$ cat config.mk
export PLATFORM = sky130hd
export DESIGN_NAME = tile_renderer
export DESIGN_NICKNAME = d
export VERILOG_FILES = /design/src/rtl/vga_tile_pkg.sv /design/src/rtl/tile_map_ram.sv /design/src/rtl/tile_renderer.sv
export SDC_FILE = /design/constraint.sdc
export NUM_CORES = 1
export LEC_CHECK = 0
export ABC_AREA = 1
export CAP_MARGIN = 30
export CORE_MARGIN = 10
export CORE_UTILIZATION = 55
export DETAILED_ROUTE_END_ITERATION = 8
export PLACE_DENSITY = 0.73
export SLEW_MARGIN = 40
export SYNTH_ARGS = -nofsm -noshare
export SYNTH_HDL_FRONTEND = slang
export SYNTH_SLANG_ARGS = --single-unit
$ cat constraint.sdc
create_clock -name clk -period 11.1 [get_ports clk]
set_input_delay 1.665 -clock clk [delete_from_list [all_inputs] [get_ports clk]]
set_output_delay 1.665 -clock clk [all_outputs]
set_load 0.05 [all_outputs]
$ cat src/rtl/vga_tile_pkg.sv
// Shared constants, types and helpers for the tile renderer.
// Latency: n/a.
// Backpressure: n/a.
package vga_tile_pkg;

    localparam int TILE_PX   = 32;
    localparam int TILE_SH   = $clog2(TILE_PX);
    localparam int MAP_COLS  = 20;
    localparam int MAP_ROWS  = 15;
    localparam int MAP_DEPTH = MAP_COLS * MAP_ROWS;
    localparam int MAP_AW    = 9;

    typedef enum logic [2:0] {
        TILE_EMPTY   = 3'd0,
        TILE_WALL    = 3'd1,
        TILE_BRICK   = 3'd2,
        TILE_BOMB    = 3'd3,
        TILE_FIRE    = 3'd4,
        TILE_PLAYER  = 3'd5,
        TILE_ENEMY   = 3'd6,
        TILE_POWERUP = 3'd7
    } tile_t;

    typedef enum logic {
        ST_CLEAR = 1'b0,
        ST_RUN   = 1'b1
    } state_t;

    // 12-bit {R,G,B}; entry 0 is black so an empty tile renders as background.
    localparam logic [11:0] PALETTE [16] = '{
        12'h000, 12'h111, 12'h840, 12'hA50,
        12'hC62, 12'hE84, 12'h333, 12'h555,
        12'hF00, 12'hFF0, 12'hF80, 12'hFC0,
        12'h00F, 12'h0FF, 12'h0F0, 12'hFFF
    };

    function automatic logic [MAP_AW-1:0] map_index(input logic [3:0] row, input logic [4:0] col);
        return MAP_AW'(row) * MAP_AW'(MAP_COLS) + MAP_AW'(col);
    endfunction

    // Tile bitmap image: {tile[2:0], sub[7:0]} -> 4-bit palette index.
    // Empty tile is solid colour 0; every other tile is a two-tone dither whose
    // tone is the parity of the 16x16 sub-pixel coordinates.
    function automatic logic [3:0] tile_rom(input logic [10:0] rom_addr);
        if (rom_addr[10:8] == 3'd0)
            return 4'h0;
        return {rom_addr[10:8], ^rom_addr[7:0]};
    endfunction

endpackage

$ cat src/rtl/tile_map_ram.sv
// 300 x 3-bit tile map, simple dual port: sync write, sync read-first.
// Latency: one clk from rd_addr (when re=1) to rd_data.
// Backpressure: none; re=0 holds rd_data. Ports: clk, we/wr_addr/wr_data, re/rd_addr/rd_data.
module tile_map_ram
    import vga_tile_pkg::*;
(
    input  logic              clk,
    input  logic              we,
    input  logic [MAP_AW-1:0] wr_addr,
    input  tile_t             wr_data,
    input  logic              re,
    input  logic [MAP_AW-1:0] rd_addr,
    output tile_t             rd_data
);

    tile_t mem [MAP_DEPTH];

    // Read and write in the same process: the read samples the old contents
    // when both hit one address on the same clk.
    always_ff @(posedge clk) begin
        if (re)
            rd_data <= (rd_addr < MAP_AW'(MAP_DEPTH)) ? mem[rd_addr] : TILE_EMPTY;
        if (we && (wr_addr < MAP_AW'(MAP_DEPTH)))
            mem[wr_addr] <= wr_data;
    end

endmodule

$ cat src/rtl/tile_renderer.sv
// Tile-map pixel pipeline: (x_pos, y_pos, display_on, syncs) -> 12-bit rgb, hsync, vsync.
// Latency: 3 p_tick for rgb/hsync/vsync alike; map clear takes 300 clk after reset (init_busy).
// Backpressure: pipeline only moves on p_tick, otherwise holds. Optional DEBUG_GRID_EN adds a white tile grid.
// Ports: clk, reset (sync, active-high), p_tick, display_on, hsync_in, vsync_in, x_pos, y_pos,
//        wr_en/wr_col/wr_row/wr_tile (map write), init_busy, hsync, vsync, rgb.
module tile_renderer
    import vga_tile_pkg::*;
(
    input  logic        clk,
    input  logic        reset,
    input  logic        p_tick,
    input  logic        display_on,
    input  logic        hsync_in,
    input  logic        vsync_in,
    input  logic [9:0]  x_pos,
    input  logic [9:0]  y_pos,
    input  logic        wr_en,
    input  logic [4:0]  wr_col,
    input  logic [3:0]  wr_row,
    input  logic [2:0]  wr_tile,
    output logic        init_busy,
    output logic        hsync,
    output logic        vsync,
    output logic [11:0] rgb
);

    state_t            state, state_nxt;
    logic [MAP_AW-1:0] clr_addr, clr_addr_nxt;
    logic              map_we;
    logic [MAP_AW-1:0] map_wa;
    tile_t             map_wd;

    // Pixel LSBs and y_pos[9] carry no information for 2x-upscaled 32-px tiles.
    logic unused_pos_bits;
    assign unused_pos_bits = ^{y_pos[9], y_pos[0], x_pos[0]};

    always_ff @(posedge clk) begin
        if (reset) begin
            state    <= ST_CLEAR;
            clr_addr <= '0;
        end else begin
            state    <= state_nxt;
            clr_addr <= clr_addr_nxt;
        end
    end

    // The clear sweep owns the map write port, so game writes are simply lost while it runs.
    always_comb begin
        state_nxt    = state;
        clr_addr_nxt = clr_addr;
        init_busy    = 1'b0;
        map_we       = 1'b0;
        map_wa       = map_index(wr_row, wr_col);
        map_wd       = tile_t'(wr_tile);
        case (state)
            ST_CLEAR: begin
                init_busy    = 1'b1;
                map_we       = 1'b1;
                map_wa       = clr_addr;
                map_wd       = TILE_EMPTY;
                clr_addr_nxt = clr_addr + MAP_AW'(1);
                if (clr_addr == MAP_AW'(MAP_DEPTH - 1)) begin
                    state_nxt    = ST_RUN;
                    clr_addr_nxt = '0;
                end
            end
            ST_RUN: begin
                map_we = wr_en && (wr_col < 5'(MAP_COLS)) && (wr_row < 4'(MAP_ROWS));
            end
            default: state_nxt = ST_CLEAR;
        endcase
    end

    // S1: map address and sub-tile coordinate.
    logic [MAP_AW-1:0] s1_addr;
    logic [7:0]        s1_sub;
    logic              s1_disp, s1_hs, s1_vs;
    // S2: tile read from map (inside the RAM) plus carried flags.
    logic [7:0]        s2_sub;
    logic              s2_disp, s2_hs, s2_vs;
    tile_t             s2_tile;
    logic [11:0]       pix_rgb;
`ifdef DEBUG_GRID_EN
    logic              s1_grid, s2_grid;
`endif

    always_ff @(posedge clk) begin
        if (reset) begin
            s1_addr <= '0;
            s1_sub  <= '0;
            s1_disp <= 1'b0;
            s1_hs   <= 1'b0;
            s1_vs   <= 1'b0;
            s2_sub  <= '0;
            s2_disp <= 1'b0;
            s2_hs   <= 1'b0;
            s2_vs   <= 1'b0;
        end else if (p_tick) begin
            s1_addr <= map_index(y_pos[8:TILE_SH], x_pos[9:TILE_SH]);
            s1_sub  <= {y_pos[TILE_SH-1:1], x_pos[TILE_SH-1:1]};
            s1_disp <= display_on;
            s1_hs   <= hsync_in;
            s1_vs   <= vsync_in;
            s2_sub  <= s1_sub;
            s2_disp <= s1_disp;
            s2_hs   <= s1_hs;
            s2_vs   <= s1_vs;
        end
    end

`ifdef DEBUG_GRID_EN
    always_ff @(posedge clk) begin
        if (reset) begin
            s1_grid <= 1'b0;
            s2_grid <= 1'b0;
        end else if (p_tick) begin
            s1_grid <= (x_pos[TILE_SH-1:0] == '0) || (y_pos[TILE_SH-1:0] == '0);
            s2_grid <= s1_grid;
        end
    end
`endif

    tile_map_ram u_map (
        .clk     (clk),
        .we      (map_we),
        .wr_addr (map_wa),
        .wr_data (map_wd),
        .re      (p_tick),
        .rd_addr (s1_addr),
        .rd_data (s2_tile)
    );

    always_comb begin
        pix_rgb = PALETTE[tile_rom({s2_tile, s2_sub})];
`ifdef DEBUG_GRID_EN
        if (s2_grid)
            pix_rgb = 12'hFFF;
`endif
    end

    // S3: colour out; blanked while the map is being cleared.
    always_ff @(posedge clk) begin
        if (reset) begin
            rgb   <= '0;
            hsync <= 1'b0;
            vsync <= 1'b0;
        end else if (p_tick) begin
            hsync <= s2_hs;
            vsync <= s2_vs;
            rgb   <= (s2_disp && (state == ST_RUN)) ? pix_rgb : 12'h000;
        end
    end

endmodule
=== After elaboration in Yosys (flattened, before gate mapping) ===
Memory sizes are Yosys's and may differ from the RTL's. A register that Yosys moved wholly into a read port is not among the register bits.
Index checks and enable logic that the tools add are counted.

* Latch bits: 0
* Output and inout bits: 15
* ROM bits: 192
* Memories kept: 2
* RAM bits: 900
* Logic and storage cells: 51
* Bits in registers: 55

{| class="wikitable"
|+ Memories
! name !! depth !! width !! rd ports !! clocked after memory_dff !! wr ports !! RTL line !! source
|-
| u_map.mem || 300 || 3 || 1 || 1 || 1 || tile_map_ram.sv:16 || <nowiki>tile_t mem [MAP_DEPTH];</nowiki>
|-
| (no name shown) || 16 || 12 || 1 || 0 || 0 || tile_renderer.sv:134 || <nowiki>pix_rgb = PALETTE[tile_rom({s2_tile, s2_sub})];</nowiki>
|}

* Magnitude comparators: 5
* Bitwise logic cells: 2
* Mux-type cells: 15
* Reductions and logical operators: 7
* Div/mod/pow operators: 0
* Add/sub/neg operators: 3
* Equality and inequality tests: 1
* Shift operators: 0
* $mul: 2

{| class="wikitable"
|+ Operators with widths
! cell !! count
|-
| $mux 12 || 3
|-
| $add 9x5->9 || 2
|-
| $lt 9x9->1 const B || 2
|-
| $mux 9 || 2
|-
| $mul 4x3->7 const B || 2
|-
| $add 9x1->9 const B || 1
|-
| $eq 9x9->1 const B || 1
|-
| $mux 4 || 2
|-
| $reduce_xor 8->1 || 1
|-
| $mux 1 || 6
|-
| $ge 5x5->1 const B || 1
|-
| $lt 5x5->1 const B || 1
|-
| $not 4->5 || 1
|-
| $logic_and 1x1->1 || 4
|-
| $lt 4x4->1 const B || 1
|-
| $logic_not 3->1 || 1
|-
| $mux 3 || 1
|-
| $pmux 1 s2 || 1
|-
| $logic_not 1->1 || 1
|-
| $not 1->1 || 1
|}

=== Depth between registers and ports, before layout ===
* Depth after elaboration: 8
* Mapped depth: 20

=== By module ===
A second synthesis with hierarchy kept.

* Cell total of the unflattened synthesis: 3954
* Area total of the unflattened synthesis: 41358.4 sq um

{| class="wikitable"
|+ Modules (own cells, without submodules)
! module !! area each (sq um) !! times used !! sequential area each (sq um) !! cells an instance
|-
| tile_map_ram || 38311.7 || 1 || 27116.0 || 3518
|-
| tile_renderer || 3046.7 || 1 || 1101.1 || 436
|}

=== Worst setup path after synthesis ===
Ideal clock, no wire load.

* Path type: input to register
* Start: input port wr_tile[0]
* End: memory u_map.mem[0][0] (netlist bit), data pin
* Path buffers: 0
* Setup time: 0.872 ns
* Slack: 5.302 ns
* Data required time: 10.228 ns
* Cell stages on the path: 2
* Arrival time: 4.925 ns
* Path through: nand2_1 -> inv_1

* Cells in the longest elaborated chain, start to end: 1

{| class="wikitable"
|+ RTL lines
! element !! RTL line !! source
|-
| from (decl) || tile_renderer.sv:20 || <nowiki>input logic [2:0] wr_tile,</nowiki>
|-
| $mux 3 || tile_renderer.sv:55 || <nowiki>case (state)</nowiki>
|-
| via map_wd[0] || tile_renderer.sv:31 || <nowiki>tile_t map_wd;</nowiki>
|-
| to (decl) || tile_map_ram.sv:16 ||
|}

The timed path passes the listed nets, and every way through them passes these cells.

=== Final worst setup path ===
* Start: input port wr_row[2]
* End: memory u_map.mem[175][1] (netlist bit), enable pin

* Cells in the longest elaborated chain, start to end: 7

{| class="wikitable"
|+ RTL lines
! element !! RTL line !! source
|-
| from (decl) || tile_renderer.sv:19 || <nowiki>input logic [3:0] wr_row,</nowiki>
|-
| $mul 4x3->7 || vga_tile_pkg.sv:38 || <nowiki>return MAP_AW'(row) * MAP_AW'(MAP_COLS) + MAP_AW'(col);</nowiki>
|-
| $add 9x5->9 || vga_tile_pkg.sv:38 ||
|-
| $mux 9 || tile_renderer.sv:55 ||
|-
| $lt 9x9->1 || tile_map_ram.sv:23 || <nowiki>if (we && (wr_addr < MAP_AW'(MAP_DEPTH)))</nowiki>
|-
| $logic_and 1x1->1 || tile_map_ram.sv:23 ||
|-
| $mux 1 || tile_map_ram.sv:23 ||
|-
| $mux 1 (implied by the code) || tile_map_ram.sv:24 || <nowiki>mem[wr_addr] <= wr_data;</nowiki>
|}

Several ways; a longest one is shown, not always the timed one.

==> qor.yml <==
critical_path:
  critPathMaxFanout: 16
  reg2reg_depth: 17
  r2r_start: "s1_addr[0]"
  startpoint_type: "primary input"
  r2r_slack_ns: 6.80
  critPathKind: "in -> reg"
  regToRegEndpoint: "u_map.rd_data[0]"
  crit_required_ns: 11.41
  cp.arrival_ns: 5.86
  endpoint_kind: "flop"
flow_run:
  maxCapViolCount: 0
detailed_routing:
  drcViolationCount: 0
  dr.first_iter.drc_count: 2955
  vias: 28027
  first_pass_iters: 5
  avgRoutedWirePerCell_um: 19.96
  viasPerCell: 5.690
  wirelength_mm: 98.33
  ant_nets: 0
clocking:
  cts_tree: "built"
  htreeDepth: 3
  clk_latency_ns: 0.69
  post_cts_buffers: 0
  cts_resized: 0
  root_buffer: "clkbuf_16"
  hold_buffers: 0
  cts_buffers: 95
  cts.sinks: 958
  clk_pin_slew_ns: 0.06
  clock_tree.buffer_depth: 3
min_path:
  holdPathStages: 2
  hold_path_end: "rgb[6]"
  hold_class: "reg -> reg"
  min_from: "rgb[6]"
synth:
  synthXorXnorAreaFrac_pct: 0.4010
  synth_ff_type: "edfxtp_1"
  synth_top_family_by_area: "simple AND/OR/NAND/NOR gates"
  synth_edf_count: 903
  ys_ff_latch: 958
  netlist_instances: 3943
  synth_fp_nets: 4006
  netlist_area_mm2: 0.04150
  muxShareOfSynthArea_pct: 0
  yosysUniqueCellTypes: 46
  yosys_warnings: 0
  synth_seq_area_share_pct: 67.99
  syn_avg_cell_area_um2: 10.53
  synth_compound_area_share_pct: 5.222
  synth-simple-area-share_pct: 21.08
  synthAdderAreaFrac_pct: 0.7959
  synth-async-reset-ratio_pct: 0
global_route:
  grt_start_max_net_pins: 179
  grt_usage_pct: 22.37
  met3_usage_pct: 3.032
  grtUsageMet1_pct: 28.27
  grt_busiest_layer: "met2"
  grt_pass1_vias: 27329
  grt_pass1_wl_mm: 150.5
  grt-ovfl-total: 0
  grt_use_met2_pct: 38.74
  antenna_found_initial: 1
die:
  die_area_mm2: 0.08685
  pin_count: 54
  core_area_mm2: 0.07457
  fp-row-count: 100
  initial_core_util_pct: 55.65
  die_w_um: 294.7
  die_y_um: 294.7
placed_design:
  place_congestion: 0.8460
  dp_hpwl_mm: 51.35
  port_buffers: 50
  place_inst: 4751
finish:
  area_growth_pct: 9.654
  drive_above_1_share_pct: 5.939
  n_antenna_cell: 0
  stdcell_count: 4926
  nNetsFinal: 3943
timing:
  holdWs_ns: 0.4641
  layout_min_cycle_time_ns: 5.553
  timing.setup.tns_ns: 0
  setup_viol: 0
  finClkSkew_ns: 0.05577
  drv_slew: 0
  worstMarginPinSlew_ns: 0.9101
  rsz0062_at_grt: "no"
  slew_headroom_pct: 39.10
  hold_viol: 0
  fmax_mhz: 180.1
  finalCritPeriodShare_pct: 50.03
power_and_ir_drop:
  leakagePower_nw: 16.86
  cellPowerDensity_mw_per_mm2: 166.6
  peakVddDrop_mv: 0.1687
status:
  status: "complete, no violations"
## flip-flops by register name (all words and copies together), names as in the netlist, 3 cells and up
signal         cells
s2_sub             8
rgb               12
u_map.mem        900
s1_addr            9
s1_sub             8
clr_addr           9
u_map.rd_data      3
## cell type report
type                       instances  area (um2)
clock buffer                     120        2512
clock inverter                    54       481.7
fill                            5847       29060
inverter                         192       767.0
multi-input combinational       2552       11470
sequential                       958       28230
tap                              969        1212
timing repair buffer              81       840.8
## stage by stage
stage | worst slack [ns] | total power [mW] | instance area [um2] | util (%)
after global placement | 4.836 | 4.553 | 42340 | 56.78
after CTS | 5.671 | 7.596 | 45460 | 60.96
after detailed placement | 5.103 | 4.564 | 42460 | 56.94
after global routing | 5.440 | 7.811 | 45510 | 61.03
after floorplan | 5.302 | 4.382 | 41500 | -
final | 5.547 | 7.582 | 45510 | 61.03
## routing by layer
| metal | share of wire [%] | vias to the layer above |
|---|---|---|
| li1 | - | 13274 |
| met1 | 40 | 13394 |
| met2 | 49 | 1125 |
| met3 | 7.2 | 232 |
| met4 | 3.7 | 2 |
| met5 | 0.0081 | - |
## kinds of logic (layout without fill, tap and decap cells)
group                      after synthesis  after routing
xor gates and xnor gates                19             19
adders and majority gates               24             24
and+or+nand+nor                       2114           2114
AOI/OAI and AO/OA                      395            395
DFF                                    958            958
buffers and inverters                  433            447
## critical path, cell delays in order
cell and delay, ns:
clkdlybuf4s50_1 0.56, ha_1 0.27, ha_1 0.33, a21oi_1 0.18
nand2_1 0.11, a21oi_1 0.14, o21ai_0 0.14, o21ai_1 0.28
inv_1 0.11, nor2_1 0.71, nand3_1 0.84, nor2_1 0.52
## cell usage after synthesis (18+ instances only)
library cell  count  area, um2
o22ai_1          18      112.6
a21oi_1          73      365.4
inv_1           185      694.4
buf_2            72      360.4
buf_1            26      97.59
ha_1             20      250.2
nand3_1         386       1932
clkbuf_1        117      439.2
nand2_1         921       3457
o211ai_1         40      300.3
o21ai_0         247       1236
dfxtp_1          55       1101
nor2_2           25      156.4
edfxtp_1        903      27120
nor2_1          737       2766
## cells in the final DEF, fill, tap and decap left out, drive strengths merged, types with 50 or more instances in the layout
master	n
nand3	403
clkdlybuf4s50	50
edfxtp	903
a21oi	73
dfxtp	55
nor2	762
clkbuf	120
o21ai	250
nand2	923
inv	192
## power breakdown
group	switching (mW)	internal [mW]	leakage [nW]	total (mW)
logic	0.403	0.167	5.98	0.570
clock network	1.36	1.73	1.46	3.08
registers	0.0184	3.91	9.43	3.93
## how the worst max path moves through the flow
stage | start | endpoint | slack, ns | cells past startpoint
final | wr_row[2] | u_map.mem[175][1] | 5.55 | 12
after global routing | wr_row[2] | u_map.mem[175][1] | 5.44 | 12
after CTS | wr_row[2] | u_map.mem[186][2] | 5.67 | 12
after detailed placement | wr_row[3] | u_map.mem[221][0] | 5.10 | 13
after global placement | wr_row[3] | u_map.mem[166][2] | 4.84 | 11
after floorplan | wr_tile[0] | u_map.mem[0][0] | 5.30 | 2
No activity file was read; power rests on OpenSTA's default activity.
